<file path="src/rtl/bnn_result_encoder.sv">
// bnn_result_encoder: frames each BNN classification result as a 4-byte
// response (header, payload, status, checksum). The bytes go out over a
// valid/ready byte handshake toward the SPI slave transmit path.
module bnn_result_encoder #(
  parameter int          RESULT_W = 4,
  parameter logic [7:0]  HDR_BYTE = 8'hA5,
  parameter int          SEQ_W    = 4
) (
  input  logic                clk,
  input  logic                rst,
  input  logic                res_valid,
  input  logic [RESULT_W-1:0] res_data,
  output logic [7:0]          tx_data,
  output logic                tx_valid,
  input  logic                tx_ready,
  output logic                busy,
  output logic                pending,
  output logic                overflow
);

  typedef enum logic [2:0] {
    S_IDLE,
    S_HDR,
    S_PAY,
    S_STAT,
    S_CSUM
  } state_t;

  state_t              r_state;
  logic [7:0]          r_tx_data;
  logic                r_tx_valid;
  logic [SEQ_W-1:0]    r_seq;
  logic [RESULT_W-1:0] r_res;
  logic [RESULT_W-1:0] r_buf;
  logic                r_full;
  logic                r_ovf;
  logic [3:0]          r_dcnt;

  logic                w_accept;
  logic                w_unload;
  logic                w_drop;
  logic                w_stat_clear;
  logic [7:0]          w_payload;

  // Handshake, buffer unload and drop decisions for this cycle
  always_comb begin
    w_accept     = r_tx_valid && tx_ready;
    w_unload     = r_full && ((r_state == S_IDLE) ||
                              ((r_state == S_CSUM) && w_accept));
    w_drop       = res_valid && r_full && !w_unload;
    w_stat_clear = (r_state == S_STAT) && w_accept;
    w_payload    = {4'(r_seq), 4'(r_res)};
  end

  // Frame FSM: walks the four bytes and owns the registered TX outputs
  always_ff @(posedge clk) begin
    if (rst) begin
      r_state    <= S_IDLE;
      r_tx_data  <= '0;
      r_tx_valid <= 1'b0;
      r_seq      <= '0;
      r_res      <= '0;
    end else begin
      case (r_state)
        S_IDLE: begin
          if (w_unload) begin
            r_res      <= r_buf;
            r_state    <= S_HDR;
            r_tx_data  <= HDR_BYTE;
            r_tx_valid <= 1'b1;
          end
        end
        S_HDR: begin
          if (w_accept) begin
            r_state   <= S_PAY;
            r_tx_data <= w_payload;
          end
        end
        S_PAY: begin
          if (w_accept) begin
            r_state   <= S_STAT;
            r_tx_data <= {r_ovf, r_full, 2'b00, r_dcnt};
          end
        end
        S_STAT: begin
          // r_tx_data still holds the status byte here, so the checksum
          // is built purely from registered values
          if (w_accept) begin
            r_state   <= S_CSUM;
            r_tx_data <= HDR_BYTE ^ w_payload ^ r_tx_data;
          end
        end
        S_CSUM: begin
          if (w_accept) begin
            r_seq <= r_seq + 1'b1;
            if (w_unload) begin
              r_res     <= r_buf;
              r_state   <= S_HDR;
              r_tx_data <= HDR_BYTE;
            end else begin
              r_state    <= S_IDLE;
              r_tx_valid <= 1'b0;
            end
          end
        end
        default: begin
          r_state    <= S_IDLE;
          r_tx_valid <= 1'b0;
        end
      endcase
    end
  end

  // One-entry holding buffer; a same-cycle unload frees the slot for a new capture
  always_ff @(posedge clk) begin
    if (rst) begin
      r_full <= 1'b0;
      r_buf  <= '0;
    end else if (res_valid && (!r_full || w_unload)) begin
      r_buf  <= res_data;
      r_full <= 1'b1;
    end else if (w_unload) begin
      r_full <= 1'b0;
    end
  end

  // Sticky overflow and saturating drop count, cleared when the status byte is taken
  always_ff @(posedge clk) begin
    if (rst) begin
      r_ovf  <= 1'b0;
      r_dcnt <= '0;
    end else if (w_drop) begin
      r_ovf <= 1'b1;
      if (w_stat_clear)
        r_dcnt <= 4'd1;
      else if (r_dcnt != 4'hF)
        r_dcnt <= r_dcnt + 4'd1;
    end else if (w_stat_clear) begin
      r_ovf  <= 1'b0;
      r_dcnt <= '0;
    end
  end

  assign tx_data  = r_tx_data;
  assign tx_valid = r_tx_valid;
  assign busy     = (r_state != S_IDLE);
  assign pending  = r_full;
  assign overflow = r_ovf;

endmodule

</file>
<file path="config.mk">
export PLATFORM = sky130hd
export DESIGN_NAME = bnn_result_encoder
export DESIGN_NICKNAME = d
export VERILOG_FILES = /design/src/rtl/bnn_result_encoder.sv
export SDC_FILE = /design/constraint.sdc
export NUM_CORES = 1
export LEC_CHECK = 0
export CAP_MARGIN = 20
export CORE_ASPECT_RATIO = 0.9
export CORE_MARGIN = 5
export CORE_UTILIZATION = 28
export CTS_BUF_LIST = sky130_fd_sc_hd__clkbuf_4 sky130_fd_sc_hd__clkbuf_8
export CTS_CLUSTER_SIZE = 14
export DETAILED_ROUTE_END_ITERATION = 6
export RECOVER_POWER = 25
export SETUP_SLACK_MARGIN = 0.02
export SLEW_MARGIN = 5
export SYNTH_ARGS = -nofsm -noshare
export SYNTH_HDL_FRONTEND = slang
export SYNTH_SLANG_ARGS = --single-unit
</file>
<file path="constraint.sdc">
create_clock -name clk -period 2.3 [get_ports clk]
set_input_delay 0.23 -clock clk [delete_from_list [all_inputs] [get_ports clk]]
set_output_delay 0.23 -clock clk [all_outputs]
set_load 0.01 [all_outputs]
</file>
==> results of run 1 <==
==> worst paths after layout <==
path | to | slack (ns) | start
worst max register to register | tx_data[4] | 0.48 | r_state[0]
worst min register to register | r_res[1] | 0.46 | r_buf[1]
worst min-delay path | r_res[1] | 0.46 | r_buf[1]
worst max-delay path | busy | 0.40 | r_state[0]
==> stage by stage <==
| step | instances | setup WS (ns) | hold WS [ns] | power, mW | cell area, um2 |
|---|---|---|---|---|---|
| floorplan | 182 | 0.761 | 0.378 | 0.673 | 1530 |
| global placement | 262 | 0.441 | 0.445 | 0.735 | 1780 |
| detailed placement | 262 | 0.403 | 0.452 | 0.736 | 1780 |
| CTS | 270 | 0.381 | 0.465 | 1.18 | 1880 |
| global route | 270 | 0.279 | 0.483 | 1.23 | 1870 |
| finish | 270 | 0.397 | 0.461 | 1.16 | 1870 |
==> state kept, by name, indices dropped and copies added (netlist names) <==
| signal | cells |
|---|---|
| tx_data | 8 |
| r_buf | 4 |
| r_dcnt | 4 |
| r_res | 4 |
| r_seq | 4 |
| r_state | 3 |
| overflow | 1 |
| pending | 1 |
| tx_valid | 1 |
==> report_power, final <==
group	total (mW)	internal (mW)	switching, mW
logic	0.154	0.0715	0.0826
registers	0.566	0.540	0.0259
clock network	0.443	0.253	0.190
==> worst min-delay path, stage by stage, from the launching register on <==
cell and delay [ns]:
dfxtp_1 0.31, nand2_1 0.05, a21oi_1 0.05
==> final cells by class <==
| class | instances | area share [%] |
|---|---|---|
| clock inverter | 1 | 0.267 |
| multi-input combinational | 138 | 45.6 |
| tap | 67 | 4.48 |
| sequential | 30 | 32.1 |
| timing repair buffer | 25 | 12.4 |
| clock buffer | 7 | 4.81 |
| inverter | 2 | 0.401 |
==> cell usage in the layout (no fill, tap or decap), drive strengths merged, types with 4 or more instances in the layout <==
| master | netlist | layout |
|---|---|---|
| clkbuf | 6 | 8 |
| nor3 | 8 | 8 |
| nand2b | 7 | 7 |
| o21ai | 10 | 10 |
| dlygate4sd3 | 0 | 9 |
| nand2 | 14 | 14 |
| clkdlybuf4s50 | 0 | 10 |
| nor2 | 13 | 13 |
| xor2 | 4 | 4 |
| nand3 | 12 | 12 |
| dfxtp | 30 | 30 |
| a21oi | 17 | 17 |
| buf | 6 | 5 |
| xnor2 | 6 | 6 |
==> layer usage <==
layer	wire length [um]	vias to the layer above	part of all wire, %
met5	0	-	0
met4	21	0	0.56
met3	181	2	4.8
met2	1660	31	44
met1	1900	647	50
li1	-	695	-
==> cells by family (layout without fill, tap and decap cells) <==
family	Yosys count	count (layout)	share of synthesized area, %
xor+xnor	10	10	5.73
simple gates	72	72	24.9
buf+inv	14	35	4.83
mux	2	2	1.31
flops	30	30	39.3
compound gates	52	52	22.3
fa+ha+maj	2	2	1.64
==> results.cfg, run 1 <==
[drt]
drt_first_pass_iters = 4
drc = 0
antenna_left = 0
drt-initial-drc-count = 161
num_vias = 1375
wire_per_inst_um = 13.9
routed_via_density = 5.09
totalWireLength_um = 3770

[setup_path]
cp.arrival_ns = 1.67
cp-end-kind = primary output
cp_num_buf_inv = 1
crit_cells = 2
cp.required_ns = 2.07
cp_top_family = flip-flops
path_max_fanout = 18
cp-start-kind = flop
path_class = reg -> out
cp_slowest_cell = dfxtp_1
r2r_cells = 4
max_stage_delay_ns = 0.68
cp_cell_sequence = or3_1 -> clkdlybuf4s50_1

[clock_tree]
clk_pin_slew_ns = 0.06
cts_tree = yes
clockBufferDepth = 2
root_buffer = clkbuf_8
cts_buffers = 5
htree_num_levels = 2
hold_buffers = 0
ctsResizeCount = 0
clock_latency_ns = 0.27
post_cts_buffers = 0
cts_sinks = 30

[placement]
gp_congestion = 0.780
dp_hpwl_um = 2690
port_buffers = 19

[synthesis]
ys_seq_area_share_pct = 39.3
async_flop_share_pct = 0
ys_ff_latch = 30
ys_types = 45
netlist.area_leader.share_pct = 39.3
yosysWarnings = 0
syn_inst = 182
synth-edff-count = 0
synthTopCellsByCount = 30 x dfxtp_1, 16 x a21oi_1, 14 x nand2_1
syn-cell-area_um2 = 1530
yosysMostFrequentCell = dfxtp_1
postSynthAreaPerCell_um2 = 8.39
synthFlopType = dfxtp_1
synth_nets = 192
yosys.area.top_type = dfxtp_1
netlist_top_cells_area = dfxtp_1 39%, a21oi_1 5.2%, nand3_1 3.9%, nand2_1 3.4%, xnor2_1 3.4%

[hold_path]
hp-class = reg -> reg
whs_path_depth = 2

[global_routing]
met2_usage_pct = 16.9
grt-busiest-layer = met1
grt_pass1_wl_um = 6490
use_met3_pct = 3.38
grt_max_degree = 28
grt_usage_pct = 11.8
grt-ovfl-total = 0
antenna_found_initial = 0
met1_usage_pct = 17.0
grt_pass1_vias = 1277

[layout]
seq_area_um2 = 601
diodes = 0
multi_input_area_um2 = 853
area_delta_synth_final_pct = 22.5
nFillCells = 547
final_nets = 212
drive_gt1_share_pct = 9.85
fin_util_pct = 35.4

[floorplan]
fp.dieArea_um2 = 7040
start_util_pct = 28.9
die-width_um = 87.9
core_area_um2 = 5290
die_h_um = 80.1
rows = 25
io_pins = 20

[timing]
tightest_slew_ns = 0.567
finalClockSkew_ns = 0.00469
hold_viol = 0
fin_crit_ns = 1.90
rsz0062_at_grt = false
setup_tns_ns = 0
drv_slew = 0
setup_viol = 0
finalCritPeriodShare_pct = 82.7
fmax_ghz = 0.525
slew_headroom_pct = 62.2

[job]
max_cap_viol_count = 0

[pwr]
peakVddDrop_uv = 248
powerDensity_nw_per_um2 = 621
p_leak_nw = 0.674

[run_status]
status = finished, final reports clean
Note: power is estimated with default switching activity, not from simulation.
==> run 2, diff against run 1 <==
==> constraint.sdc (replaced) <==
create_clock -name clk -period 1.9 [get_ports clk]
set_input_delay 0.19 -clock clk [delete_from_list [all_inputs] [get_ports clk]]
set_output_delay 0.19 -clock clk [all_outputs]
set_load 0.01 [all_outputs]
==> results.cfg, run 2 (synthesis gave the netlist of run 1 again) <==
[clock_tree]
clk_pin_slew_ns = 0.06
clockBufferDepth = 2
post_cts_buffers = 0
cts_tree = yes
htree_num_levels = 2
cts_sinks = 30
clock_latency_ns = 0.28
cts_buffers = 5
root_buffer = clkbuf_8
hold_buffers = 0
ctsResizeCount = 0

[timing]
hold_viol = 0
worst_hold_slack_ns = 0.448
slew_headroom_pct = 70.6
setup_viol = 0
setup_tns_ns = 0
finalWorstSetupSlack_ns = 0.0903
finalClockSkew_ns = 0.00618
tightest_slew_ns = 0.440
finalCritPeriodShare_pct = 95.2
fin_crit_ns = 1.81
drv_slew = 0
fmax_ghz = 0.553
rsz0062_at_grt = false

[floorplan]
die_h_um = 80.1
rows = 25
io_pins = 20
start_util_pct = 28.9
die-width_um = 87.9
core_area_um2 = 5290
fp.dieArea_um2 = 7040

[layout]
diodes = 0
seq_area_um2 = 601
fin_area_um2 = 1900
area_delta_synth_final_pct = 24.4
final_common_cell = dfxtp_1
final_nets = 218
multi_input_area_um2 = 853
nFillCells = 537
layout_common_cells = 30 x dfxtp_1, 16 x a21oi_1, 14 x nand2_1
largest_reg_flops = 8
drive_gt1_share_pct = 11.1

[drt]
drt_first_pass_iters = 4
antenna_left = 0
routed_via_density = 4.99
totalWireLength_um = 3890
drt-initial-drc-count = 102
wire_per_inst_um = 14.2
num_vias = 1367
drc = 0

[setup_path]
cp_slowest_cell = clkdlybuf4s50_1
cp.arrival_ns = 1.62
path_class = reg -> out
cp-start-kind = flop
max_stage_delay_ns = 0.50
cp-end-kind = primary output
path_max_fanout = 9
cp.required_ns = 1.71
cp_cell_sequence = buf_4 -> or3_1 -> clkdlybuf4s50_1
r2r_slack_ns = 0.24

[pwr]
powerDensity_nw_per_um2 = 732
peakVddDrop_uv = 318
p_leak_nw = 0.686

[placement]
dpl_worst_slack_ns = 0.161
gp_congestion = 0.836
dp_hpwl_um = 2850
placed_area_um2 = 1830
port_buffers = 19

[global_routing]
met2_usage_pct = 16.9
grt_pass1_vias = 1276
grt_usage_pct = 11.7
antenna_found_initial = 0
grt-ovfl-total = 0
grt_max_degree = 28
met1_usage_pct = 16.4
use_met3_pct = 3.69
grt_pass1_wl_um = 6380
grt-busiest-layer = met2

[job]
max_cap_viol_count = 0

[hold_path]
hp-class = reg -> reg

[run_status]
status = finished, final reports clean
==> run 2: cell count changes in the layout (fill, tap and decap cells not counted), sizes merged <==
cell | before | now
clkinv | 1 | 0
dlygate4sd3 | 9 | 6
buf | 5 | 10
clkdlybuf4s50 | 10 | 13
==> run 2: final timing paths <==
check             startpoint          to  cells after the start
setup / recovery  r_state[1]        busy                      3
hold / removal      r_buf[1]    r_res[1]                      2
setup reg to reg  r_state[1]  tx_data[6]                      6
hold reg to reg     r_buf[1]    r_res[1]                      2
==> run 2: worst max-delay path, delay by kind of cell, from the launching register on <==
family,cells,cell delay [ns]
and+or+nand+nor,1,0.32
buffers and inverters,2,0.68
DFF,1,0.35
==> run 2: metrics by stage <==
| step | power (mW) | cells | utilization [%] |
|---|---|---|---|
| floorplan | 0.814 | 182 | - |
| global placement | 0.901 | 268 | 34.5 |
| detailed placement | 0.902 | 268 | 34.5 |
| CTS | 1.41 | 274 | 36.1 |
| global route | 1.45 | 274 | 36.0 |
| finish | 1.39 | 274 | 36.0 |
==> run 2: routing by layer <==
| layer | routed length [um] | up-vias |
|---|---|---|
| met5 | 0 | - |
| met4 | 36 | 0 |
| met3 | 247 | 5 |
| met2 | 1680 | 32 |
| met1 | 1920 | 623 |
| li1 | - | 707 |
==> run 2: area by class of cell <==
cell class / count / area share, %
flip-flops and latches: 30 / 31.6
clock buffers: 6 / 4.34
multi-input cells: 138 / 44.9
well taps: 67 / 4.41
repair buffers: 31 / 14.4
inverters: 2 / 0.395
==> run 2: power breakdown <==
group | internal (mW) | switching [mW]
sequential | 0.654 | 0.0211
combinational | 0.0951 | 0.112
clock | 0.279 | 0.229
==> run 3, diff against run 2 <==
--- a/config.mk
+++ b/config.mk
@@ -7,7 +7,6 @@
 export LEC_CHECK = 0
 export CAP_MARGIN = 20
 export CORE_ASPECT_RATIO = 0.9
-export CORE_MARGIN = 5
 export CORE_UTILIZATION = 28
 export CTS_BUF_LIST = sky130_fd_sc_hd__clkbuf_4 sky130_fd_sc_hd__clkbuf_8
 export CTS_CLUSTER_SIZE = 14
==> results.cfg, run 3 (synthesis gave the netlist of run 1 again) <==
[run_status]
status = finished, final reports clean

[clock_tree]
hold_buffers = 0
clk_pin_slew_ns = 0.07
clock_latency_ns = 0.29
root_buffer = clkbuf_8
post_cts_buffers = 0
cts_buffers = 5
htree_num_levels = 2
cts_sinks = 30
ctsResizeCount = 0
cts_tree = yes
clockBufferDepth = 2

[timing]
setup_tns_ns = 0
fmax_ghz = 0.549
setup_viol = 0
finalCritPeriodShare_pct = 95.9
fin_crit_ns = 1.82
hold_viol = 0
finalClockSkew_ns = 0.00733
slew_headroom_pct = 65.4
tightest_slew_ns = 0.518
rsz0062_at_grt = false
drv_slew = 0

[drt]
wire_per_inst_um = 14.7
num_vias = 1430
drc = 0
drt_first_pass_iters = 6
totalWireLength_um = 4020
drt-initial-drc-count = 76
antenna_left = 0
routed_via_density = 5.22

[placement]
dp_hpwl_um = 2850
gp_congestion = 0.821
placed_area_um2 = 1810
port_buffers = 19

[setup_path]
cp.arrival_ns = 1.63
path_max_fanout = 11
cp.required_ns = 1.71
cp-start-kind = flop
path_class = reg -> out
cp-end-kind = primary output

[layout]
final_common_cell = dfxtp_1
layout_common_cells = 30 x dfxtp_1, 16 x a21oi_1, 14 x nand2_1
drive_gt1_share_pct = 12.1
largest_reg_flops = 8
nFillCells = 580
final_nets = 216
fin_area_um2 = 1920
diodes = 0
area_delta_synth_final_pct = 26.0

[floorplan]
start_util_pct = 29.1
fp.dieArea_um2 = 5760
die_h_um = 72.1
io_pins = 20
die-width_um = 79.9
core_area_um2 = 5260
rows = 25

[pwr]
peakVddDrop_uv = 354
switchingPower_uw = 388
p_sw_share_pct = 24.9
p_seq_share_pct = 43.6
powerDensity_nw_per_um2 = 809
internal-power_mw = 1.17
p_leak_nw = 0.703
clkPwrFrac_pct = 43.3
combPwrFrac_pct = 13.1

[global_routing]
grt_max_degree = 28
antenna_found_initial = 0
grt_pass1_wl_um = 6670
grt_pass1_vias = 1366
grt_usage_pct = 15.6
grt-ovfl-total = 0

[hold_path]
hp-class = reg -> reg

[job]
max_cap_viol_count = 0
[run 3: critical path, stage by stage (launching register included)]
cell and delay [ns]:
dfxtp_1 0.43, or3_1 0.41, clkdlybuf4s50_1 0.50
[run 3: cell type report]
class                   count  area [um2]  share of cell area (%)
inverters                   2        7.51                   0.390
well taps                  67        83.8                    4.36
clock buffers               7        83.8                    4.36
flip-flops and latches     30         601                    31.2
repair buffers             29         265                    13.8
clock inverters             1        30.0                    1.56
multi-input cells         138         853                    44.3
[run 3: metrics by stage]
step / setup WS (ns) / std cells / util (%) / hold WS (ns) / power (mW)
global placement: 0.168 / 266 / 34.5 / 0.446 / 0.898
CTS: 0.0791 / 274 / 36.6 / 0.457 / 1.58
floorplan: 0.361 / 182 / - / 0.338 / 0.814
finish: 0.0787 / 274 / 36.6 / 0.454 / 1.56
detailed placement: 0.143 / 266 / 34.5 / 0.447 / 0.898
global route: 0.0233 / 274 / 36.6 / 0.478 / 1.63
[run 3: layer usage]
layer  track usage, %  vias up  part of all wire, %
li1                 -      708                    -
met1             22.5      677                   52
met2             21.5       38                   40
met3             5.41        7                  6.4
met4             5.36        0                  1.3
met5                0        -                    0
[run 3: worst paths after layout]
check	startpoint	end	slack, ns	depth (start not counted)
max	r_state[1]	busy	0.08	2
min	r_buf[3]	r_res[3]	0.45	2
max reg2reg	r_state[1]	tx_data[1]	0.12	4
min reg2reg	r_buf[3]	r_res[3]	0.45	2
[run 3: power by group through the flow]
stage	combinational, mW	clock, mW	sequential [mW]
after CTS	0.207	0.690	0.679
after floorplan	0.124	0	0.690
after global placement	0.205	0	0.694
final	0.204	0.674	0.679
after global routing	0.224	0.722	0.683
after detailed placement	0.206	0	0.693
